==> config.mk <==
export PLATFORM = sky130hd
export DESIGN_NAME = id_ex_stage
export DESIGN_NICKNAME = d
export VERILOG_FILES = /design/src/rtl/pipe_pkg.sv /design/src/rtl/id_ex_stage_fwd_mux.sv /design/src/rtl/id_ex_stage.sv
export SDC_FILE = /design/constraint.sdc
export NUM_CORES = 1
export LEC_CHECK = 0
export BUFFER_PORTS_ARGS = -buffer_cell sky130_fd_sc_hd__clkbuf_2
export CAP_MARGIN = 20
export CORE_AREA = 5 5 267 269
export CTS_CLUSTER_SIZE = 20
export DETAILED_ROUTE_END_ITERATION = 10
export DIE_AREA = 0 0 272 274
export HOLD_SLACK_MARGIN = 0.1
export SLEW_MARGIN = 25
export SYNTH_ARGS = -nofsm -noshare
export SYNTH_HDL_FRONTEND = slang
export SYNTH_SLANG_ARGS = --single-unit
export TNS_END_PERCENT = 100
==> constraint.sdc <==
create_clock -name clk -period 2.1 [get_ports clk]
set_input_delay 0.21 -clock clk [delete_from_list [all_inputs] [get_ports clk]]
set_output_delay 0.21 -clock clk [all_outputs]
set_load 0.02 [all_outputs]
==> src/rtl/pipe_pkg.sv <==
// Shared encodings for the RV64I+Zba pipeline: result-source select,
// ALU operation codes and the operand forwarding select.
package pipe_pkg;

  // Writeback result source
  localparam logic [1:0] RES_ALU  = 2'b00;
  localparam logic [1:0] RES_LOAD = 2'b01;
  localparam logic [1:0] RES_PC4  = 2'b10;

  // ALU operation codes; ALU_ADD must stay 0 so a bubble decodes as add
  localparam logic [4:0] ALU_ADD      = 5'b00000;
  localparam logic [4:0] ALU_SUB      = 5'b00001;
  localparam logic [4:0] ALU_SLL      = 5'b00010;
  localparam logic [4:0] ALU_SLT      = 5'b00011;
  localparam logic [4:0] ALU_SLTU     = 5'b00100;
  localparam logic [4:0] ALU_XOR      = 5'b00101;
  localparam logic [4:0] ALU_SRL      = 5'b00110;
  localparam logic [4:0] ALU_SRA      = 5'b00111;
  localparam logic [4:0] ALU_OR       = 5'b01000;
  localparam logic [4:0] ALU_AND      = 5'b01001;
  localparam logic [4:0] ALU_ADDW     = 5'b01010;
  localparam logic [4:0] ALU_SUBW     = 5'b01011;
  localparam logic [4:0] ALU_SLLW     = 5'b01100;
  localparam logic [4:0] ALU_SRLW     = 5'b01101;
  localparam logic [4:0] ALU_SRAW     = 5'b01110;
  localparam logic [4:0] ALU_SH1ADD   = 5'b01111;
  localparam logic [4:0] ALU_SH2ADD   = 5'b10000;
  localparam logic [4:0] ALU_SH3ADD   = 5'b10001;
  localparam logic [4:0] ALU_ADDUW    = 5'b10010;
  localparam logic [4:0] ALU_SH1ADDUW = 5'b10011;
  localparam logic [4:0] ALU_SH2ADDUW = 5'b10100;
  localparam logic [4:0] ALU_SLLIUW   = 5'b10101;
  localparam logic [4:0] ALU_SH3ADDUW = 5'b10110;

  // Operand forwarding source
  typedef enum logic [1:0] {
    FWD_REG = 2'b00,
    FWD_WB  = 2'b01,
    FWD_MEM = 2'b10
  } fwd_sel_e;

endpackage

==> src/rtl/id_ex_stage_fwd_mux.sv <==
// Per-operand forwarding: match an E-stage source index against the MEM and
// WB destinations and pick the youngest producer. x0 is never forwarded.
module fwd_mux
  import pipe_pkg::*;
#(
  parameter int XLEN = 64,
  parameter int REGW = 5
) (
  input  logic [REGW-1:0] rs_i,
  input  logic [XLEN-1:0] reg_data_i,
  input  logic [REGW-1:0] rd_m_i,
  input  logic            regwrite_m_i,
  input  logic [XLEN-1:0] alu_result_m_i,
  input  logic [REGW-1:0] rd_w_i,
  input  logic            regwrite_w_i,
  input  logic [XLEN-1:0] result_w_i,
  output logic [XLEN-1:0] data_o
);

  fwd_sel_e sel;

  // Match logic: MEM is younger than WB, so it wins on a double hit
  always_comb begin
    sel = FWD_REG;
    if (regwrite_m_i && (rd_m_i != '0) && (rd_m_i == rs_i))
      sel = FWD_MEM;
    else if (regwrite_w_i && (rd_w_i != '0) && (rd_w_i == rs_i))
      sel = FWD_WB;
  end

  // 3:1 data select
  always_comb begin
    unique case (sel)
      FWD_MEM: data_o = alu_result_m_i;
      FWD_WB:  data_o = result_w_i;
      default: data_o = reg_data_i;
    endcase
  end

endmodule

==> src/rtl/id_ex_stage.sv <==
// ID/EX pipeline register with operand forwarding and load-use detection.
// A load-use hazard or a flush inserts an all-zero bubble into E.
module id_ex_stage
  import pipe_pkg::*;
#(
  parameter int XLEN = 64,
  parameter int REGW = 5
) (
  input  logic            clk,
  input  logic            reset,
  input  logic [XLEN-1:0] RD1D,
  input  logic [XLEN-1:0] RD2D,
  input  logic [XLEN-1:0] ImmExtD,
  input  logic [XLEN-1:0] PCD,
  input  logic [REGW-1:0] Rs1D,
  input  logic [REGW-1:0] Rs2D,
  input  logic [REGW-1:0] RdD,
  input  logic [4:0]      ALUControlD,
  input  logic            ALUSrcD,
  input  logic            RegWriteD,
  input  logic            MemWriteD,
  input  logic [1:0]      ResultSrcD,
  input  logic            ValidD,
  input  logic            FlushE,
  input  logic [XLEN-1:0] ALUResultM,
  input  logic [REGW-1:0] RdM,
  input  logic            RegWriteM,
  input  logic [XLEN-1:0] ResultW,
  input  logic [REGW-1:0] RdW,
  input  logic            RegWriteW,
  output logic            StallD,
  output logic [XLEN-1:0] SrcAE,
  output logic [XLEN-1:0] SrcBE,
  output logic [4:0]      ALUControlE,
  output logic [XLEN-1:0] WriteDataE,
  output logic [XLEN-1:0] PCE,
  output logic [REGW-1:0] RdE,
  output logic            RegWriteE,
  output logic            MemWriteE,
  output logic [1:0]      ResultSrcE,
  output logic            ValidE
);

  typedef struct packed {
    logic            valid;
    logic            regwrite;
    logic            memwrite;
    logic            alusrc;
    logic [1:0]      resultsrc;
    logic [4:0]      aluctrl;
    logic [REGW-1:0] rs1;
    logic [REGW-1:0] rs2;
    logic [REGW-1:0] rd;
    logic [XLEN-1:0] rd1;
    logic [XLEN-1:0] rd2;
    logic [XLEN-1:0] imm;
    logic [XLEN-1:0] pc;
  } ex_t;

  ex_t             ex_q, ex_d;
  logic            bubble;
  logic [XLEN-1:0] fwd_a, fwd_b;

  // Load-use: the load in E cannot supply data to D in time. Rs2D is compared
  // even for I-type, accepting an occasional needless stall.
  always_comb begin
    StallD = !reset && ex_q.valid && ex_q.regwrite && (ex_q.resultsrc == RES_LOAD) &&
             (ex_q.rd != '0) && ((ex_q.rd == Rs1D) || (ex_q.rd == Rs2D));
  end

  assign bubble = FlushE | StallD;

  // Next E contents: zero bubble (same as reset image) or the D-stage bundle
  always_comb begin
    ex_d = '0;
    if (!bubble) begin
      ex_d.valid     = ValidD;
      ex_d.regwrite  = RegWriteD;
      ex_d.memwrite  = MemWriteD;
      ex_d.alusrc    = ALUSrcD;
      ex_d.resultsrc = ResultSrcD;
      ex_d.aluctrl   = ALUControlD;
      ex_d.rs1       = Rs1D;
      ex_d.rs2       = Rs2D;
      ex_d.rd        = RdD;
      ex_d.rd1       = RD1D;
      ex_d.rd2       = RD2D;
      ex_d.imm       = ImmExtD;
      ex_d.pc        = PCD;
    end
  end

  // E-stage register; reset dominates flush and stall
  always_ff @(posedge clk) begin
    if (reset) ex_q <= '0;
    else       ex_q <= ex_d;
  end

  fwd_mux #(.XLEN(XLEN), .REGW(REGW)) u_fwd_a (
    .rs_i(ex_q.rs1), .reg_data_i(ex_q.rd1),
    .rd_m_i(RdM), .regwrite_m_i(RegWriteM), .alu_result_m_i(ALUResultM),
    .rd_w_i(RdW), .regwrite_w_i(RegWriteW), .result_w_i(ResultW),
    .data_o(fwd_a)
  );

  fwd_mux #(.XLEN(XLEN), .REGW(REGW)) u_fwd_b (
    .rs_i(ex_q.rs2), .reg_data_i(ex_q.rd2),
    .rd_m_i(RdM), .regwrite_m_i(RegWriteM), .alu_result_m_i(ALUResultM),
    .rd_w_i(RdW), .regwrite_w_i(RegWriteW), .result_w_i(ResultW),
    .data_o(fwd_b)
  );

  assign SrcAE       = fwd_a;
  assign WriteDataE  = fwd_b;
  assign SrcBE       = ex_q.alusrc ? ex_q.imm : fwd_b;
  assign ALUControlE = ex_q.aluctrl;
  assign PCE         = ex_q.pc;
  assign RdE         = ex_q.rd;
  assign RegWriteE   = ex_q.regwrite;
  assign MemWriteE   = ex_q.memwrite;
  assign ResultSrcE  = ex_q.resultsrc;
  assign ValidE      = ex_q.valid;

endmodule

# ---- Yosys cells after proc, flatten, opt, wreduce, memory -nomap -nowiden
# Cells that the tools add are included.
dict set report totals {
  input_bits 425
  ff_bits 282
}
dict set report op_classes {
  n_eq_ne 11
  bitwise_logic 1
  muxes 7
  n_reduce_logical 17
}
# operator n
set op_table {}
lappend op_table {{one-hot mux 64 bit (2 select lines)} 2}
lappend op_table {{2-to-1 mux 64 bit} 1}
lappend op_table {{equality test 5 bit} 6}
lappend op_table {{nonzero test 5 bit} 3}
lappend op_table {{logical AND 1 bit} 11}
lappend op_table {{equality test 2 x 1 -> 1 bit (second input constant)} 3}
lappend op_table {{equality test 2 bit (second input constant)} 2}
lappend op_table {{2-to-1 mux 2 bit} 2}
lappend op_table {{2-to-1 mux 1 bit} 2}
lappend op_table {{OR reduction 2 bit} 1}
lappend op_table {{logical NOT 1 bit} 1}
lappend op_table {{logical OR 1 bit} 1}
lappend op_table {{OR 1 bit} 1}

# ---- Logic depth before layout (Yosys ltp)
dict set report depth {
  depth_word 8
  mapped_depth 7
  depth_no_buf 5
}

# ---- Modules after synthesis
# A second synthesis with hierarchy kept.
dict set report hier_totals {
  cells_unflattened 1802
  hier_area_um2 16988.8
}
# module area_each_um2 cells_each n_inst
set by_module_without_submodules {}
lappend by_module_without_submodules {id_ex_stage 11243.3 1108 1}
lappend by_module_without_submodules {fwd_mux 2872.8 347 2}

# ---- Worst setup path before layout
# No wires, ideal clock.
dict set report synth_path {
  kind {input-to-output}
  start {input RdW[0]}
  end {output SrcBE[34]}
  path_slack_ps -314
  stages 7
  t_arrival_ps 2204
  path_cell_list {or4_1 > o211ai_2 > clkbuf_2 > buf_2 > o21ai_0 > a31oi_1 > mux2_2}
}
dict set report synth_via {
  elab_chain_cells 8
  word_cells_on_any_way 10
}
# element line
set synth_rtl {}
lappend synth_rtl {{start: declaration} id_ex_stage.sv:29} ;# input logic [REGW-1:0] RdW,
lappend synth_rtl {{nonzero test 5 bit} id_ex_stage_fwd_mux.sv:27} ;# else if (regwrite_w_i && (rd_w_i != '0) && (rd_w_i == rs_i))
lappend synth_rtl {{logical AND 1 bit} id_ex_stage_fwd_mux.sv:27}
lappend synth_rtl {{logical AND 1 bit *} id_ex_stage_fwd_mux.sv:27}
lappend synth_rtl {{2-to-1 mux 1 bit *} id_ex_stage_fwd_mux.sv:27}
lappend synth_rtl {{2-to-1 mux 2 bit *} id_ex_stage_fwd_mux.sv:25} ;# if (regwrite_m_i && (rd_m_i != '0) && (rd_m_i == rs_i))
lappend synth_rtl {{equality test 2 x 1 -> 1 bit or equality test 2 bit (tied branches)} id_ex_stage_fwd_mux.sv:33} ;# unique case (sel)
lappend synth_rtl {{one-hot mux 64 bit (2 select lines) *} id_ex_stage_fwd_mux.sv:33}
lappend synth_rtl {{named net WriteDataE[34]} id_ex_stage.sv:35} ;# output logic [XLEN-1:0] WriteDataE,
lappend synth_rtl {{2-to-1 mux 64 bit *} id_ex_stage.sv:115} ;# assign SrcBE = ex_q.alusrc ? ex_q.imm : fwd_b;
lappend synth_rtl {{end: declaration} id_ex_stage.sv:33} ;# output logic [XLEN-1:0] SrcBE,
# Mark *: on every way through the listed nets, which the timed path passes. The rest lies on a longest branch.

# ---- Final worst setup path
dict set report layout_path {
  start {register ex_q[265] (netlist name)}
  end {output SrcBE[28]}
}
dict set report layout_via {
  elab_chain_cells 7
  word_cells_on_any_way 10
}
# element line
set layout_rtl {}
lappend layout_rtl {{start: declaration} id_ex_stage.sv:60} ;# ex_t ex_q, ex_d;
lappend layout_rtl {{start signal: assignment} id_ex_stage.sv:95} ;# if (reset) ex_q <= '0;
lappend layout_rtl {{start signal: assignment} id_ex_stage.sv:96} ;# else ex_q <= ex_d;
lappend layout_rtl {{equality test 5 bit} id_ex_stage_fwd_mux.sv:27}
lappend layout_rtl {{logical AND 1 bit} id_ex_stage_fwd_mux.sv:27}
lappend layout_rtl {{2-to-1 mux 1 bit} id_ex_stage_fwd_mux.sv:27}
lappend layout_rtl {{2-to-1 mux 2 bit *} id_ex_stage_fwd_mux.sv:25}
lappend layout_rtl {{equality test 2 x 1 -> 1 bit or equality test 2 bit (tied branches)} id_ex_stage_fwd_mux.sv:33}
lappend layout_rtl {{one-hot mux 64 bit (2 select lines) *} id_ex_stage_fwd_mux.sv:33}
lappend layout_rtl {{2-to-1 mux 64 bit *} id_ex_stage.sv:115}
# Every way passes the cells marked *; elsewhere a longest branch is shown, timed or not.

==> reports/summary.txt <==
Die H - 274 um
fraction of layout cells with a size suffix above 1 - 0.5680
vias in the first global route - 14,810
Die X - 272 um
HP Class - input pin to flop
worst path cell trace - xnor2_4 > o211ai_4 > buf_12 > buf_12 > buf_4 > o21ai_0 > a31oi_4 > mux2_4 > buf_6
ys async rst share - 0
Layout Nets - 2,857
H-tree levels - 2
post-synthesis instance area - 0.01264 sq mm
drt pass-1 iters - 5
Arr. time, crit path - 2.64 ns
CP peak stage delay - 0.37 ns
Starting Density - 0.1850
Slew @ Worst Pin - 0.5539 ns
most frequent cells in the layout - clkbuf_2, dlygate4sd3_1, dfxtp_1, and2_1, buf_6
fmax - 350.4 MHz
total grt overflow - 0
Hold Fails Final Rpt - 0
dpl cells - 2,922
1st-iter DRT viols - 642
Final GP Congestion - 0.8620
met1 Use GR - 0.1991
worst skew pair latency - 0.54 ns
pwr dens - 582.5 mW/mm^2
Multi-input gate area - 0.008344 sq mm
crit path launch type - flop
sequential cell area - 0.005667 sq mm
Peak supply drop - 537.7 uV
Synth Area per Inst - 9.183 sq um
CP delay by family, top - buffers and inverters
CTS tree - yes
Mapped Cells - 1,377
Core Region - 0.06835 sq mm
CP Class - flop to primary output
P&R area growth vs syn - 114.5%
worst-path maximum fanout - 35
clock tree sinks - 282
FF+latch count, synth - 282
cell row count - 96
Worst path most repeated cell - buf_12
antenna-violating nets left - 0
CTS Buf Count - 36
synth unique cells - 38
clock buffer depth - 3
Max-slew headroom - 0.6307
final core utilization - 0.3968
minimum clock period - 2.854 ns
Crit-path slowest cell - dfxtp_4
fill count - 6,288
M3 GR Usage - 0.05583
critical path data required time - 1.89 ns
Avg WL per Cell - 23.02 um
Final Slew Violations - 0
port bufs - 696
failing checks - setup timing
post-synthesis sequential area ratio - 0.4465
CP Capture Type - primary output
Final setup viols - 255
final wirelength - 77.00 mm
synth warn - 0
detailed placer's ending HPWL - 52.03 mm
period utilization - 1.359
global-route wire length before repair - 97.91 mm
vias per inst - 4.292
CP Buf/Inv Count - 4
leading cell type in the layout, fill and taps excluded - clkbuf_2
worst clock skew - 0.02053 ns
Post-synth EDFFs - 0
worst setup margin - -0.7541 ns
unrepaired setup endpoints after global routing - true
Total Die Area - 0.07453 sq mm
I/O pin count - 697
Finished Layout Cells - 3,345
run status - finished, violations left
# Max-Cap Violations - 0
met2 GRT Util - 0.3069
GR peak layer - met2
synthesized net count - 1,802
Synth Flop Type - dfxtp_1
Root Driver - clkbuf_16
largest net degree at the start of global routing - 66
residual DRC count - 0
initial antenna violation count - 22
clock slew at reported path FFs - 0.06 ns
Leak - 11.75 nW
GRT Util Overall - 0.1774
via count - 14,360
[Yosys cell counts (14+ instances only)]
cell,number,area share
xnor2_1,24,0.017
nand2_1,14,0.0042
o21ai_0,53,0.021
mux2_2,52,0.046
nor3_1,53,0.021
a21oi_1,64,0.025
clkbuf_1,76,0.023
inv_1,52,0.015
a31oi_1,22,0.011
nor2_1,90,0.027
a31oi_2,30,0.030
or3_1,52,0.026
buf_4,86,0.051
and2_1,283,0.14
dfxtp_1,282,0.45
mux2i_1,64,0.051
[registers in the layout, summed over array words and instances, names as in the netlist]
| register | cells |
|---|---|
| RdE | 5 |
| ValidE | 1 |
| ResultSrcE | 2 |
| ALUControlE | 5 |
| MemWriteE | 1 |
| RegWriteE | 1 |
| PCE | 64 |
| ex_q | 203 |
[logic make-up (layout without fill, tap and decap cells)]
group | Yosys count | in the layout | synth area share
other | 0 | 7 | 0
multiplexers | 116 | 116 | 0.09697
buffers and inverters | 232 | 1311 | 0.09747
XOR/XNOR | 30 | 30 | 0.02078
AND/OR/NAND/NOR | 520 | 520 | 0.2322
AO/OA/AOI/OAI | 197 | 197 | 0.1061
flip-flops | 282 | 282 | 0.4465
[metal layers]
metal / vias up / routed length, um
met5: - / 103
met4: 16 / 4138
met3: 187 / 5318
met2: 662 / 37840
met1: 6838 / 29600
li1: 6653 / -
[report_power, final]
group | internal, mW | leakage [nW] | total [mW] | switching [mW]
sequential | 5.57 | 2.32 | 5.68 | 0.108
clock | 3.75 | 0.562 | 6.27 | 2.52
combinational | 2.05 | 8.87 | 3.85 | 1.81
[final cells by class]
type                       count  share of cell area
multi-input combinational    863              0.3077
clock buffer                  53             0.03778
sequential                   282              0.2089
clock inverter                 9            0.005213
tap                          882             0.04069
inverter                      52            0.007197
timing repair buffer        1197              0.3919
antenna                        7           0.0006458
[per-stage QoR]
stage	power (mW)	instance area (sq um)	TNS [ns]	hold WS, ns	setup slack (ns)
floorplan	7.023	13500	-8.195	0.3317	-0.1387
global placement	8.291	18610	-73.45	0.4089	-0.7222
detailed placement	8.307	18610	-77.16	0.4113	-0.6817
CTS	15.46	24680	-130.50	0.1180	-0.7801
global route	16.45	27120	-149.18	0.2612	-0.8421
finish	15.80	27120	-113.31	0.2853	-0.7541
[worst min-delay path, delay by kind of cell]
kind	cells	cell delay [ns]
AO/OA/AOI/OAI	1	0.04
buffers and inverters	3	0.38
AND/OR/NAND/NOR	1	0.16
[final timing paths]
kind              startpoint   endpoint  slack (ns)  cells after the start
setup / recovery   ex_q[265]  SrcBE[28]       -0.75                      9
hold / removal        FlushE  ex_q[268]        0.29                      5
setup reg to reg      RdE[1]    PCE[41]       -0.07                      9
hold reg to reg       RdE[1]  ex_q[268]        1.20                      7
[repair_timing]
item	CTS	global route
gates cloned	12	16
hold buffers	282	0
hold endpoints to repair	282	0
gates resized for setup	345	602
buffers inserted	24	28
setup endpoints to repair	228	387
pin swaps	31	96
No activity file was read; power rests on OpenSTA's default activity.
